<file path="src/rtl/screen_pkg.sv">
// Shared types and constants for the piano-tiles screen sequencer.
// State encoding is fixed: it is visible on o_state.
package screen_pkg;

    typedef enum logic [1:0] {
        TITLE = 2'd0,
        START = 2'd1,
        PLAY  = 2'd2,
        OVER  = 2'd3
    } screen_state_t;

    localparam int unsigned FRAME_CNT_W = 8;
    localparam logic [FRAME_CNT_W-1:0] FRAME_CNT_MAX = '1;

    localparam logic [7:0] BG_COLOUR_DEFAULT = 8'h00;

endpackage

</file>
<file path="src/rtl/screen_pixel_mux.sv">
// Two-stage pixel path: aligns sprite-on/active/state with ROM data, then
// registers the colour selected for the current screen.
module screen_pixel_mux
    import screen_pkg::*;
#(
    parameter logic [7:0] BG_COLOUR = BG_COLOUR_DEFAULT
) (
    input  logic       clk,
    input  logic       rst,
    input  logic [1:0] state,
    input  logic       active,
    input  logic       bsprite_on,
    input  logic       gsprite_on,
    input  logic [7:0] bdata,
    input  logic [7:0] gdata,
    input  logic [7:0] game_pix,
    output logic [7:0] pix,
    output logic       blank
);

    screen_state_t state_s1_q;
    logic          active_s1_q;
    logic          bsprite_s1_q;
    logic          gsprite_s1_q;
    logic [7:0]    pix_d;
    logic [7:0]    pix_q;
    logic          blank_q;

    always_comb begin
        pix_d = 8'h00;
        if (active_s1_q) begin
            case (state_s1_q)
                TITLE:       pix_d = bsprite_s1_q ? bdata : BG_COLOUR;
                START, PLAY: pix_d = game_pix;
                OVER:        pix_d = gsprite_s1_q ? gdata : game_pix;
                default:     pix_d = game_pix;
            endcase
        end
    end

    always_ff @(posedge clk) begin
        if (rst) begin
            state_s1_q   <= TITLE;
            active_s1_q  <= 1'b0;
            bsprite_s1_q <= 1'b0;
            gsprite_s1_q <= 1'b0;
            pix_q        <= 8'h00;
            blank_q      <= 1'b1;
        end else begin
            state_s1_q   <= screen_state_t'(state);
            active_s1_q  <= active;
            bsprite_s1_q <= bsprite_on;
            gsprite_s1_q <= gsprite_on;
            pix_q        <= pix_d;
            blank_q      <= ~active_s1_q;
        end
    end

    assign pix   = pix_q;
    assign blank = blank_q;

endmodule

</file>
<file path="src/rtl/screen_sequencer.sv">
// Screen controller: title / start / play / game-over sequencing, game
// run/reset controls, and per-screen pixel source selection.
module screen_sequencer
    import screen_pkg::*;
#(
    parameter int unsigned TITLE_MIN_FRAMES = 30,
    parameter int unsigned OVER_MIN_FRAMES  = 60,
    parameter int unsigned OVER_AUTO_FRAMES = 180,
    parameter logic [7:0]  BG_COLOUR        = BG_COLOUR_DEFAULT
) (
    input  logic       i_clk,
    input  logic       i_rst,
    input  logic       i_frame_start,
    input  logic       i_start_btn,
    input  logic       i_game_over,
    input  logic       i_active,
    input  logic       i_bsprite_on,
    input  logic       i_gsprite_on,
    input  logic [7:0] i_bdata,
    input  logic [7:0] i_gdata,
    input  logic [7:0] i_game_pix,
    output logic [7:0] o_pix,
    output logic       o_blank,
    output logic [1:0] o_state,
    output logic       o_game_run,
    output logic       o_game_reset
);

    localparam logic [FRAME_CNT_W-1:0] TITLE_MIN = FRAME_CNT_W'(TITLE_MIN_FRAMES);
    localparam logic [FRAME_CNT_W-1:0] OVER_MIN  = FRAME_CNT_W'(OVER_MIN_FRAMES);
    localparam logic [FRAME_CNT_W-1:0] OVER_AUTO = FRAME_CNT_W'(OVER_AUTO_FRAMES);

    screen_state_t          state_q;
    screen_state_t          state_d;
    logic [FRAME_CNT_W-1:0] frame_cnt_q;
    logic                   btn_prev_q;
    logic                   start_edge;
    logic                   game_run_q;
    logic                   game_reset_q;

    always_comb begin
        start_edge = i_start_btn & ~btn_prev_q;
        state_d    = state_q;
        case (state_q)
            TITLE: begin
                if (start_edge && frame_cnt_q >= TITLE_MIN) state_d = START;
            end
            START: state_d = PLAY;
            PLAY: begin
                if (i_game_over) state_d = OVER;
            end
            OVER: begin
                // Restart takes priority over the automatic return to title.
                if (start_edge && frame_cnt_q >= OVER_MIN) begin
                    state_d = START;
                end else if (frame_cnt_q >= OVER_AUTO) begin
                    state_d = TITLE;
                end
            end
            default: state_d = TITLE;
        endcase
    end

    // Run/reset are decoded from the next state so they line up with state_q.
    always_ff @(posedge i_clk) begin
        if (i_rst) begin
            state_q      <= TITLE;
            frame_cnt_q  <= '0;
            btn_prev_q   <= 1'b1;
            game_run_q   <= 1'b0;
            game_reset_q <= 1'b0;
        end else begin
            state_q      <= state_d;
            btn_prev_q   <= i_start_btn;
            game_run_q   <= (state_d == PLAY);
            game_reset_q <= (state_d == START);
            if (state_d != state_q) begin
                frame_cnt_q <= '0;
            end else if (i_frame_start && frame_cnt_q != FRAME_CNT_MAX) begin
                frame_cnt_q <= frame_cnt_q + 8'd1;
            end
        end
    end

    assign o_state      = state_q;
    assign o_game_run   = game_run_q;
    assign o_game_reset = game_reset_q;

    screen_pixel_mux #(
        .BG_COLOUR(BG_COLOUR)
    ) u_pixel_mux (
        .clk       (i_clk),
        .rst       (i_rst),
        .state     (state_q),
        .active    (i_active),
        .bsprite_on(i_bsprite_on),
        .gsprite_on(i_gsprite_on),
        .bdata     (i_bdata),
        .gdata     (i_gdata),
        .game_pix  (i_game_pix),
        .pix       (o_pix),
        .blank     (o_blank)
    );

endmodule

</file>
<file path="config.mk">
export PLATFORM = sky130hd
export DESIGN_NAME = screen_sequencer
export DESIGN_NICKNAME = d
export VERILOG_FILES = /design/src/rtl/screen_pkg.sv /design/src/rtl/screen_pixel_mux.sv /design/src/rtl/screen_sequencer.sv
export SDC_FILE = /design/constraint.sdc
export NUM_CORES = 1
export LEC_CHECK = 0
export CAP_MARGIN = 20
export CORE_AREA = 10 10 74 76
export DETAILED_ROUTE_END_ITERATION = 10
export DIE_AREA = 0 0 84 86
export PLACE_DENSITY = 0.68
export SYNTH_ARGS = -nofsm -noshare
export SYNTH_HDL_FRONTEND = slang
export SYNTH_SLANG_ARGS = --single-unit
export TNS_END_PERCENT = 30
</file>
<file path="constraint.sdc">
create_clock -name i_clk -period 2 [get_ports i_clk]
set_clock_uncertainty 0.1 [all_clocks]
set_input_delay 0.3 -clock i_clk [delete_from_list [all_inputs] [get_ports i_clk]]
set_output_delay 0.3 -clock i_clk [all_outputs]
set_load 0.1 [all_outputs]
</file>
Word level (Yosys, flattened, before mapping)
Index checks and enable logic that the tools add are counted.
{ "classes": {"n_bitwise": 3, "mux": 8, "div": 0, "n_reduce_logical": 8, "add_sub_neg": 1, "magnitude_cmp": 3, "eq_ne": 10, "n_mul": 0, "shift": 0} }
{ "ops": {"columns": ["operator", "count"], "rows": [
  ["8-bit case mux with 3 select lines", 1],
  ["8-bit 2-to-1 mux", 2],
  ["2-bit equality test (second input constant)", 5],
  ["8-bit by 1-bit adder with 8-bit output (second input constant)", 1],
  ["8-bit by 5-bit greater-or-equal comparator with 1-bit output (second input constant)", 1],
  ["8-bit by 6-bit greater-or-equal comparator with 1-bit output (second input constant)", 1],
  ["8-bit greater-or-equal comparator (second input constant)", 1],
  ["2-bit 2-to-1 mux", 4],
  ["8-bit != test (second input constant)", 1],
  ["2-bit case mux with 4 select lines", 1],
  ["2-bit by 1-bit equality test with 1-bit output (second input constant)", 3],
  ["2-bit OR reduction", 3],
  ["2-bit logical NOT", 2],
  ["1-bit logical AND", 3],
  ["2-bit != test", 1],
  ["1-bit inverter", 2],
  ["1-bit bitwise AND", 1]
]} }
{ "word_totals": {"latchBits": 0, "ram_bits": 0, "word_cells": 44, "register_bits": 27, "output_inout_bits": 13, "inputBits": 32, "rom_bits": 0, "n_memories": 0} }

Logic depth before layout (Yosys ltp)
Gate-level depths: netlist of the first run.
{ "logic_depth": {"word_depth": 7, "mapped_depth": 8, "mapped_depth_nobuf": 6} }

Cells and area by module
A second synthesis of the first run with hierarchy kept.
{ "hier_totals": {"hier_cells": 142, "area_unflattened_um2": 1348.8} }
{ "modules_own_cells": {"columns": ["module", "area_each_um2", "seq_area_each_um2", "cells_each", "instances"], "rows": [
  ["screen_sequencer", 685.7, 260.2, 79, 1],
  ["screen_pixel_mux", 663.1, 280.3, 63, 1]
]} }

Least setup slack after synthesis of the first run
No wires, ideal clock.
{ "synth_timing": {"path_type": "flip-flop to flip-flop", "startpoint": "register state_q[1], in the netlist o_state[1]", "endpoint": "register frame_cnt_q[5]", "period_less_slack_ns": 2.106, "required_time_ns": 1.814, "path_buffers": 1, "setup_ns": 0.086, "path_slack_ns": -0.106, "stages_incl_launch_ff": 5, "t_arrival_ns": 1.920, "cell_sequence": "dfxtp_1 -> and2_1 -> or3b_1 -> buf_6 -> a221oi_2"} }
{ "synth_between": {"elab_chain_cells": 5, "elab_cells_between_ends": 11, "cone_classes": "4 x eq/ne; 5 x mux; 2 x reduce/logical"} }
{ "synth_lines": {"columns": ["item", "line_no", "rtl"], "rows": [
  ["start: declaration", "screen_sequencer.sv:33", "screen_state_t state_q;"],
  ["start signal: assignment", "screen_sequencer.sv:73", "state_q <= state_d;"],
  ["2-bit 2-to-1 mux", "screen_sequencer.sv:56", "end else if (frame_cnt_q >= OVER_AUTO) begin"],
  ["2-bit 2-to-1 mux", "screen_sequencer.sv:54", "if (start_edge && frame_cnt_q >= OVER_MIN) begin"],
  ["2-bit case mux with 4 select lines", "screen_sequencer.sv:44", "case (state_q)"],
  ["2-bit != test *", "screen_sequencer.sv:77", "if (state_d != state_q) begin"],
  ["2-bit OR reduction (no line) *", null, null],
  ["end signal: assignment", "screen_sequencer.sv:80", "frame_cnt_q <= frame_cnt_q + 8'd1;"],
  ["end: declaration", "screen_sequencer.sv:35", "logic [FRAME_CNT_W-1:0] frame_cnt_q;"]
]} }
Every way passes the cells marked *; elsewhere a longest branch is shown, timed or not.
A chain may end at the register's enable or synchronous reset.

Worst setup path in the final report of the first run
{ "layout_timing": {"startpoint": "register frame_cnt_q[2]", "endpoint": "register frame_cnt_q[7]"} }
{ "layout_between": {"elab_chain_cells": 6, "elab_cells_between_ends": 14, "cone_classes": "1 x add/sub; 3 x order compare; 2 x eq/ne; 4 x mux; 4 x reduce/logical"} }
{ "layout_lines": {"columns": ["item", "line_no"], "rows": [
  ["8-bit greater-or-equal comparator, or another cell as far along", "screen_sequencer.sv:56"],
  ["2-bit 2-to-1 mux, or another cell as far along", "screen_sequencer.sv:56"],
  ["2-bit 2-to-1 mux (on tied branches)", "screen_sequencer.sv:54, screen_sequencer.sv:46"],
  ["2-bit case mux with 4 select lines", "screen_sequencer.sv:44"],
  ["2-bit != test", "screen_sequencer.sv:77"],
  ["2-bit OR reduction (no line)", null]
]} }
Several ways; a longest one is shown, not always the timed one.

==> qor.yml, run 1 <==
die:
  coreArea_um2: 3970
  start_util_pct: 34.7
  die_area_um2: 7220
  fp.dieW_um: 84
  die_y_um: 86
  pin_count: 45
  num_rows: 23
synthesis:
  avgSynthCellArea_um2: 9.00
  yosys.area_share.simple_pct: 21.5
  synth_edf_count: 0
  yosysSeqAreaShare_pct: 39.2
  synthMuxAreaShare_pct: 6.45
  synth_top_area_share_pct: 39.2
  synth_top_family_by_area: "simple AND/OR/NAND/NOR gates"
  synth_compound_area_share_pct: 20.2
  synth_area_leader_cell: "dfxtp_1"
  ys.flop_type: "dfxtp_1"
  ys_async_sr_fraction_pct: 0
  yosys_warnings: 0
  ys_top_cells_by_area: "dfxtp_1 39%, mux2_2 5.7%, nor2b_1 5.0%"
  synth_xor_area_share_pct: 2.54
  ys_seq_elements: 27
  syn-num-nets: 190
  syn-instance-count: 153
  syn-cell-area_um2: 1380
  synthAdderAreaFrac_pct: 4.54
  synthDistinctLibCells: 42
clock_network:
  cts_setup_buffers: 0
  worstSkewPairLatency_ns: 0.28
  path_clk_slew_ns: 0.10
  cts-buffers-inserted: 3
  htreeDepth: 1
  cts.sinks: 27
  cts_tree: "built"
  post_cts_hold_buffer_count: 0
  clockBufferDepth: 2
  cts-root-buf: "clkbuf_8"
  post_cts_resized: 0
sta:
  fmax_ghz: 0.552
  rsz0062_at_grt: "no"
  period_share_pct: 90.6
  slew_headroom_pct: 76.1
  period_needed_ns: 1.81
  final.setup.worst_slack_ns: 0.187
  timing.hold.ws_ns: 0.388
  setup-violations-final: 0
  final_max_slew_viol_count: 0
  fin_tns_setup_ns: 0
  worst_pin_slew_ns: 0.349
  timing.final.hold_violations: 0
final_layout:
  n_antenna_cell: 0
  fin_util_pct: 47.0
  drive_above_1_share_pct: 16.5
  area_growth_pct: 35.4
  fin_nets: 232
  fillers: 399
worst_setup_path:
  cp-end-kind: "flip-flop"
  timing.critical_path.fanout_max: 8
  cp-start-kind: "flip-flop"
  critPathTopFamily: "compound AO/OA/AOI/OAI gates"
  crit_chain: "o211a_1 -> o21a_1 -> or3b_1 -> a221oi_2"
  path_class: "reg -> reg"
  crit_path_max_incr_delay_ns: 0.52
  critical_path_buf_inv_count: 0
  cp.arrival_ns: 1.91
  required_ns: 2.10
  critPathSlowestCell: "or3b_1"
placement:
  gp_congestion: 0.797
  numPortBuffers: 44
  dp_slack_ns: 0.107
  dp_hpwl_um: 2800
routing:
  ant_nets: 0
  drt_iter0_drc: 52
  drtPass1Iterations: 4
  wl_per_cell_um: 14.3
  vias_per_cell: 4.88
  vias: 1190
  drc: 0
  wl_um: 3490
pwr:
  powerDensity_nw_per_um2: 551
  seq_power_share_pct: 54.4
  leakage_nw: 0.672
  clockPowerShare_pct: 32.1
  vdd_drop_max_mv: 0.460
  power.switching_w: 0.000249
  p_comb_share_pct: 13.5
  intPower_w: 0.000778
  p_sw_share_pct: 24.2
global_route:
  antenna_found_initial: 0
  grt.total_usage_pct: 9.87
  grt_max_degree: 18
  grt_pass1_vias: 1225
  grt_overflow: 0
  grt_pass1_wl_um: 5880
status:
  status: "finished clean"
flow_run:
  drv_cap: 0
worst_hold_path:
  hold_class: "reg -> reg"
==> metrics by stage <==
stage / instances / total power (W) / area, um2
after global placement: 240 / 0.000709 / 1820
after global routing: 244 / 0.00107 / 1870
after detailed placement: 240 / 0.000711 / 1820
after floorplan: 153 / 0.000631 / 1380
after CTS: 244 / 0.00105 / 1870
final: 244 / 0.00103 / 1870
==> routing by layer <==
layer	global-route usage (%)	share of wire [%]
met3	2.65	3.1
met2	17.2	52
met5	0	0
met1	11.0	43
met4	4.41	2.2
==> synth_stat cells, drive strengths merged (2+ instances only) <==
cell and number:
a211oi 6, a21o 2, a21oi 4, a221oi 2, a22oi 6, and2 3, and3 2, and4 2
buf 3, clkbuf 6, dfxtp 27, ha 5, inv 7, mux2 7, nand2 12, nand3 5
nand4 2, nor2 5, nor2b 11, nor3 4, o2111ai 2, o21ai 11, xnor2 3
==> tightest hold or removal path, cell delays in order (launching register included) <==
cell     delay [ns]
dfxtp_1        0.32
nand3_1        0.07
a21oi_1        0.06
==> path summary, 6_finish.rpt <==
kind                                                from                 end  slack [ns]  cells after the start
worst max-delay path                      frame_cnt_q[2]      frame_cnt_q[7]        0.19                      4
worst min register to register  u_pixel_mux.bsprite_s1_q  u_pixel_mux.pix[7]        0.39                      2
worst max register to register            frame_cnt_q[2]      frame_cnt_q[7]        0.19                      4
worst min-delay path            u_pixel_mux.bsprite_s1_q  u_pixel_mux.pix[7]        0.39                      2
==> flip-flops by register name, indices dropped and copies added (netlist names) <==
register,count
u_pixel_mux.blank,1
o_game_reset,1
u_pixel_mux.state_s1_q,2
u_pixel_mux.bsprite_s1_q,1
btn_prev_q,1
u_pixel_mux.gsprite_s1_q,1
u_pixel_mux.active_s1_q,1
o_state,2
u_pixel_mux.pix,8
o_game_run,1
frame_cnt_q,8
==> cells in the final DEF (no fill, tap or decap), types with 2 or more instances in the layout <==
master,count
buf_4,15
mux2_2,7
and2_1,3
a211oi_1,6
clkdlybuf4s50_1,31
xnor2_1,3
nor3_1,4
a21oi_1,4
a21o_1,2
nor2b_1,11
clkbuf_8,3
o21ai_0,10
nor2_1,5
inv_1,7
nand3_1,5
ha_1,5
a221oi_2,2
a22oi_1,6
dfxtp_2,2
nand2_1,12
nand4_1,2
and4_1,2
o2111ai_1,2
dfxtp_1,25
==> logic make-up (layout without fill, tap and decap cells) <==
family                     count (synthesis)  after routing
xor gates and xnor gates                   4              4
muxes                                      8              8
AOI/OAI and AO/OA                         39             39
buffers and inverters                     16             57
and+or+nand+nor                           54             54
DFF                                       27             27
adders and majority gates                  5              5
==> power by group through the flow <==
stage / sequential (W) / clock [W] / combinational (W)
detailed placement: 0.000571 / 0 / 0.000140
CTS: 0.000559 / 0.000350 / 0.000140
global route: 0.000561 / 0.000362 / 0.000151
floorplan: 0.000584 / 0 / 0.0000473
finish: 0.000559 / 0.000330 / 0.000139
global placement: 0.000571 / 0 / 0.000138
==> layout make-up <==
type	count	area (um2)	share of cell area [%]
Clock inverter	1	8.76	0.469
Clock buffer	3	41.3	2.21
Timing Repair Buffer	46	423	22.7
Sequential cell	27	543	29.1
Inverter	7	26.3	1.41
Multi-Input combinational cell	110	761	40.8
Tap cell	50	62.6	3.35
Note: power is estimated with default switching activity, not from simulation.
==> inputs of run 2 (changes only) <==
--- a/config.mk
+++ b/config.mk
@@ -9,7 +9,8 @@
 export CORE_AREA = 10 10 74 76
 export DETAILED_ROUTE_END_ITERATION = 10
 export DIE_AREA = 0 0 84 86
-export PLACE_DENSITY = 0.68
+export PLACE_DENSITY = 0.71
+export SLEW_MARGIN = 10
 export SYNTH_ARGS = -nofsm -noshare
 export SYNTH_HDL_FRONTEND = slang
 export SYNTH_SLANG_ARGS = --single-unit
==> constraint.sdc (replaced) <==
create_clock -name i_clk -period 1.5 [get_ports i_clk]
set_clock_uncertainty 0.1 [all_clocks]
set_input_delay 0.225 -clock i_clk [delete_from_list [all_inputs] [get_ports i_clk]]
set_output_delay 0.225 -clock i_clk [all_outputs]
set_load 0.1 [all_outputs]
==> qor.yml, run 2 (synthesis results as in run 1) <==
status:
  status: "finished with violations"
  violations: "setup timing"
worst_setup_path:
  cp-start-kind: "flip-flop"
  critPathTopFamily: "compound AO/OA/AOI/OAI gates"
  crit_path_max_incr_delay_ns: 0.47  # -0.05 ns
  cp.arrival_ns: 1.79  # -0.12 ns
  crit_end: "frame_cnt_q[1]"
  regToRegSetupSlack_ns: -0.22  # -0.41 ns
  required_ns: 1.57  # -0.53 ns
  reg2reg_depth: 4  # unchanged
  path_depth: 4  # unchanged
  path_class: "reg -> reg"
  r2r_start: "frame_cnt_q[2]"
  crit_chain: "o211a_1 -> o21a_1 -> or3b_4 -> a211oi_1"
  cp-end-kind: "flip-flop"
  critPathSlowestCell: "or3b_4"
  startpoint: "frame_cnt_q[2]"
  critical_path_buf_inv_count: 0  # unchanged
  r2r_end: "frame_cnt_q[1]"
  timing.critical_path.fanout_max: 8  # unchanged
sta:
  final_max_slew_viol_count: 0  # unchanged
  final.setup.worst_slack_ns: -0.220  # -0.407 ns
  rsz0062_at_grt: "yes"
  fin_tns_setup_ns: -1.76  # -1.76 ns
  timing.final.hold_violations: 0  # unchanged
  timing.hold.ws_ns: 0.406  # +0.0178 ns
  period_share_pct: 115  # +24 points
  setup-violations-final: 11  # +11
  fmax_ghz: 0.582  # +5.4%
  slew_headroom_pct: 73.5  # -2.6 points
  period_needed_ns: 1.72  # -0.0931 ns
  worst_pin_slew_ns: 0.394  # +0.0446 ns
pwr:
  power.switching_w: 0.000318  # +28%
  powerDensity_nw_per_um2: 603  # +9.6%
  p_comb_share_pct: 16.3  # +2.8 points
  clockPowerShare_pct: 29.7  # -2.4 points
  seq_power_share_pct: 54.0  # -0.4 points
  vdd_drop_max_mv: 0.362  # -21%
  leakage_nw: 0.820  # +22%
  intPower_w: 0.00105  # +35%
  fin_total_pwr_w: 0.00137  # +33%
  p_sw_share_pct: 23.2  # -1.0 points
final_layout:
  drive_above_1_share_pct: 34.7  # +18 points
  fin_nets: 251  # +8.2%
  area_growth_pct: 64.7
  mostFrequentLayoutCells: "31 x clkdlybuf4s50_1, 21 x buf_4, 20 x dfxtp_1"
  final_common_cell: "clkdlybuf4s50_1"
  n_antenna_cell: 0  # unchanged
global_route:
  antenna_found_initial: 0  # unchanged
  grt_pass1_vias: 1328  # +8.4%
  grt.total_usage_pct: 10.7  # +0.85 points
  grt_pass1_wl_um: 6490  # +10%
  grt_overflow: 0  # unchanged
  grt_max_degree: 17  # -1
die:
  coreArea_um2: 3970  # unchanged
  fp.dieW_um: 84  # unchanged
  start_util_pct: 34.7  # unchanged
  num_rows: 23  # unchanged
  pin_count: 45  # unchanged
  die_area_um2: 7220  # unchanged
  die_y_um: 86  # unchanged
routing:
  vias_per_cell: 4.99  # +2.4%
  wl_per_cell_um: 15.0  # +5.0%
  drt_iter0_drc: 48  # -7.7%
  wl_um: 3950  # +13%
  vias: 1313  # +10%
  drtPass1Iterations: 4  # unchanged
  ant_nets: 0  # unchanged
  drc: 0  # unchanged
clock_network:
  worstSkewPairLatency_ns: 0.27  # about the same
  cts-root-buf: "clkbuf_8"
  cts.sinks: 27  # unchanged
  cts_tree: "built"
  cts_setup_buffers: 0  # unchanged
  clockBufferDepth: 2  # unchanged
  cts-buffers-inserted: 3  # unchanged
  path_clk_slew_ns: 0.09  # about the same
  htreeDepth: 1  # unchanged
placement:
  numPortBuffers: 44  # unchanged
  gp_congestion: 0.807  # +1.3%
  dp_hpwl_um: 3150  # +13%
flow_run:
  drv_cap: 0  # unchanged
worst_hold_path:
  hold_class: "in -> reg"
  hold_depth: 2  # unchanged
run 2: cell types whose count changed in the layout (fill, tap and decap cells not counted), sizes merged:
cell / change
inv: -1
buf: +19
clkbuf: +1
run 2: worst min-delay path by stage:
stage	startpoint	endpoint	slack (ns)
global placement	u_pixel_mux.bsprite_s1_q	u_pixel_mux.pix[7]	0.38
global route	i_active	u_pixel_mux.active_s1_q	0.42
floorplan	i_rst	u_pixel_mux.active_s1_q	0.20
CTS	i_active	u_pixel_mux.active_s1_q	0.40
detailed placement	u_pixel_mux.bsprite_s1_q	u_pixel_mux.pix[7]	0.42
finish	i_active	u_pixel_mux.active_s1_q	0.41
run 2: final cells by class:
class | instances | area, um2
fillers | 339 | 1700
multi-input cells | 110 | 852
repair buffers | 65 | 728
flip-flops and latches | 27 | 554
well taps | 50 | 62.6
clock buffers | 4 | 45.0
inverters | 7 | 26.3
run 2: per-layer routing:
layer / vias to the layer above / global-route usage [%] / share of wire [%]
li1: 669 / - / -
met1: 624 / 11.6 / 41
met2: 18 / 20.3 / 55
met3: 2 / 2.08 / 3.0
met4: 0 / 3.65 / 0.94
met5: - / 0 / 0
run 2: power by group through the flow:
stage	Sequential, W	Clock [W]	Combinational (W)
6_report	0.000740	0.000406	0.000223
3_5_place_dp	0.000756	0	0.000217
4_1_cts	0.000740	0.000421	0.000222
5_1_grt	0.000742	0.000446	0.000241
3_3_place_gp	0.000755	0	0.000210
2_1_floorplan	0.000775	0	0.0000634
run 2: repair_timing:
item / 4_1_cts / 5_1_grt
hold buffers: 0 / 0
resized for setup: 15 / 11
pin swaps: 11 / 7
setup endpoints to repair: 12 / 20
endpoints found under the hold margin: 0 / 0
run 2: worst reg2reg max path, cell delays in order, from the launching register on:
cell	delay, ns
dfxtp_2	0.34
o211a_1	0.25
o21a_1	0.20
or3b_4	0.47
a211oi_1	0.27
run 2: stage by stage:
| step | cells | instance area [um2] | setup slack [ns] | util (%) |
|---|---|---|---|---|
| 6_report | 263 | 2270 | -0.220 | 57.1 |
| 3_5_place_dp | 260 | 2140 | -0.335 | 53.8 |
| 2_1_floorplan | 153 | 1390 | -0.161 | - |
| 5_1_grt | 263 | 2270 | -0.293 | 57.1 |
| 4_1_cts | 263 | 2220 | -0.155 | 56.0 |
| 3_3_place_gp | 260 | 2140 | -0.300 | 53.8 |
==> inputs of run 3 (changes only) <==
--- a/config.mk
+++ b/config.mk
@@ -9,9 +9,10 @@
 export CORE_AREA = 10 10 74 76
 export DETAILED_ROUTE_END_ITERATION = 10
 export DIE_AREA = 0 0 84 86
-export PLACE_DENSITY = 0.71
+export PLACE_DENSITY = 0.7
 export SLEW_MARGIN = 10
 export SYNTH_ARGS = -nofsm -noshare
 export SYNTH_HDL_FRONTEND = slang
+export SYNTH_HIERARCHICAL = 1
 export SYNTH_SLANG_ARGS = --single-unit
 export TNS_END_PERCENT = 30
==> qor.yml, run 3 <==
routing:
  wl_um: 3790  # -4.1%
  vias: 1287  # -2.0%
  drtPass1Iterations: 4  # unchanged
  vias_per_cell: 4.95  # -0.85%
  ant_nets: 0  # unchanged
  drc: 0  # unchanged
  drt_iter0_drc: 35  # -27%
  wl_per_cell_um: 14.6  # -2.9%
synthesis:
  ys.flop_type: "dfxtp_1"
  yosysSeqAreaShare_pct: 40.1  # +0.84 points
  avgSynthCellArea_um2: 9.50  # +5.5%
  syn-num-nets: 179  # -5.8%
  synth_top_area_share_pct: 40.1  # +0.84 points
  yosys_warnings: 6  # +6
  ys_top_cells_by_area: "dfxtp_1 40%, mux2_4 6.7%, ha_1 4.6%"
  syn-cell-area_um2: 1350  # -2.1%
  synthDistinctLibCells: 38  # -9.5%
  synth_area_leader_cell: "dfxtp_1"
  synth_edf_count: 0  # unchanged
  ys_async_sr_fraction_pct: 0  # unchanged
  yosys-top-cells-count: "27 x dfxtp_1, 11 x nand2_1, 10 x nor2_1"
  synth_most_common_cell: "dfxtp_1"
  ys_seq_elements: 27  # unchanged
  syn-instance-count: 142  # -7.2%
sta:
  timing.hold.ws_ns: 0.387  # -0.0185 ns
  rsz0062_at_grt: "yes"
  final_max_slew_viol_count: 0  # unchanged
  period_share_pct: 121  # +6.6 points
  worst_pin_slew_ns: 0.401  # +0.00711 ns
  final.setup.worst_slack_ns: -0.318  # -0.0987 ns
  period_needed_ns: 1.82  # +0.0987 ns
  fin_tns_setup_ns: -2.44  # -0.686 ns
  setup-violations-final: 11  # unchanged
  fmax_ghz: 0.550  # -5.4%
  timing.final.hold_violations: 0  # unchanged
  slew_headroom_pct: 73.2  # -0.32 points
flow_run:
  drv_cap: 0  # unchanged
global_route:
  antenna_found_initial: 0  # unchanged
  grt_overflow: 0  # unchanged
  grt_max_degree: 17  # unchanged
  grt.total_usage_pct: 10.5  # -0.20 points
  grt_pass1_vias: 1286  # -3.2%
  grt_pass1_wl_um: 6260  # -3.6%
final_layout:
  area_growth_pct: 66.8
  fillers: 348  # +2.7%
  final_common_cell: "clkdlybuf4s50_1"
  mostFrequentLayoutCells: "31 x clkdlybuf4s50_1, 28 x buf_4, 24 x dfxtp_1"
  n_antenna_cell: 0  # unchanged
  final_cells: 260  # -1.1%
  fin_nets: 248  # -1.2%
  drive_above_1_share_pct: 34.3  # -0.46 points
worst_setup_path:
  r2r_start: "frame_cnt_q[2]"
  cp-start-kind: "flip-flop"
  path_class: "reg -> reg"
  reg2reg_depth: 5  # +1
  timing.critical_path.fanout_max: 8  # unchanged
  cp-end-kind: "flip-flop"
  r2r_end: "frame_cnt_q[7]"
  required_ns: 1.61  # +0.04 ns
  regToRegSetupSlack_ns: -0.32  # -0.10 ns
  cp.arrival_ns: 1.93  # +0.14 ns
status:
  status: "finished with violations"
  violations: "setup timing"
clock_network:
  worstSkewPairLatency_ns: 0.28  # about the same
  cts_tree: "built"
  htreeDepth: 1  # unchanged
  path_clk_slew_ns: 0.10  # about the same
  cts-root-buf: "clkbuf_8"
  cts.sinks: 27  # unchanged
  post_cts_hold_buffer_count: 0  # unchanged
  cts-buffers-inserted: 3  # unchanged
  clockBufferDepth: 2  # unchanged
placement:
  dp.cells: 252  # -3.1%
  dp_slack_ns: -0.430  # -0.0944 ns
  dp_hpwl_um: 2880  # -8.5%
  numPortBuffers: 44  # unchanged
  gp_congestion: 0.798  # -1.1%
die:
  die_area_um2: 7220  # unchanged
  pin_count: 45  # unchanged
  coreArea_um2: 3970  # unchanged
  fp.dieW_um: 84  # unchanged
  die_y_um: 86  # unchanged
  num_rows: 23  # unchanged
  start_util_pct: 34.0  # -0.72 points
worst_hold_path:
  min_from: "i_bsprite_on"
  hold_end: "u_pixel_mux/bsprite_s1_q"
  hold_class: "in -> reg"
  hold_depth: 2  # unchanged
pwr:
  powerDensity_nw_per_um2: 629  # +4.3%
  vdd_drop_max_mv: 0.389  # +7.6%
  leakage_nw: 0.907  # +11%
run 3: cell types whose count changed in the layout (fill, tap and decap cells not counted), sizes merged, moves of 4 or more:
cell	before	now
a221oi	2	8
buf	34	42
a211oi	6	10
a22oi	6	0
o21ai	11	4
a31oi	0	4
nor2	5	10
nor2b	11	6
run 3: what timing repair did:
action / 4_1_cts / 5_1_grt
buffers inserted: 2 / 2
pin swaps: 2 / 0
gates resized for setup: 3 / 2
gates cloned: 0 / 0
setup endpoints to repair: 10 / 17
run 3: logic make-up (layout without fill, tap and decap cells):
logic type               count (synthesis)  count (layout)  synth area share (%)
multiplexers                             7               7                  7.51
AO/OA/AOI/OAI                           34              34                  20.2
buffers and inverters                   13              81                  4.36
XOR/XNOR                                 3               3                  1.95
adder cells (fa/ha/maj)                  5               5                  4.64
flip-flops                              27              27                  40.1
AND/OR/NAND/NOR                         53              53                  21.2
run 3: worst max-delay path by stage:
stage / start / to
6_report: frame_cnt_q[2] / frame_cnt_q[7]
5_1_grt: frame_cnt_q[2] / frame_cnt_q[6]
4_1_cts: frame_cnt_q[2] / frame_cnt_q[7]
3_5_place_dp: i_start_btn / frame_cnt_q[7]
3_3_place_gp: i_start_btn / frame_cnt_q[6]
2_1_floorplan: frame_cnt_q[2] / frame_cnt_q[7]
run 3: layout make-up:
| cell class | instances | area [um2] | share of cell area [%] |
|---|---|---|---|
| sequential | 27 | 549 | 24.4 |
| clock buffer | 3 | 41.3 | 1.84 |
| inverter | 4 | 15.0 | 0.667 |
| timing repair buffer | 73 | 801 | 35.6 |
| tap | 50 | 62.6 | 2.78 |
| clock inverter | 1 | 7.51 | 0.334 |
| multi-input combinational | 102 | 773 | 34.4 |
run 3: where the power goes:
group          switching (W)  internal [W]
Combinational      0.0000893      0.000151
Clock               0.000248      0.000189
Sequential         0.0000111      0.000728
Total               0.000348       0.00107
run 3: per-layer routing:
layer / global-route usage (%) / share of wire, %
met3: 2.74 / 5.2
met2: 16.6 / 43
met1: 13.2 / 51
met4: 4.57 / 1.7
met5: 0 / 0
run 3: per-stage QoR:
stage / cell area (um2) / utilization [%] / power (W)
finish: 2250 / 56.6 / 0.00142
global route: 2250 / 56.6 / 0.00146
CTS: 2230 / 56.1 / 0.00143
detailed placement: 2150 / 54.1 / 0.000993
global placement: 2150 / 54.1 / 0.000989
floorplan: 1360 / - / 0.000846
run 3: worst max-delay path, stage by stage, from the launching register on:
cell and delay [ns]:
dfxtp_2 0.34, o211a_1 0.23, o21a_1 0.20, or3_4 0.33
a211o_4 0.38, a211oi_2 0.16
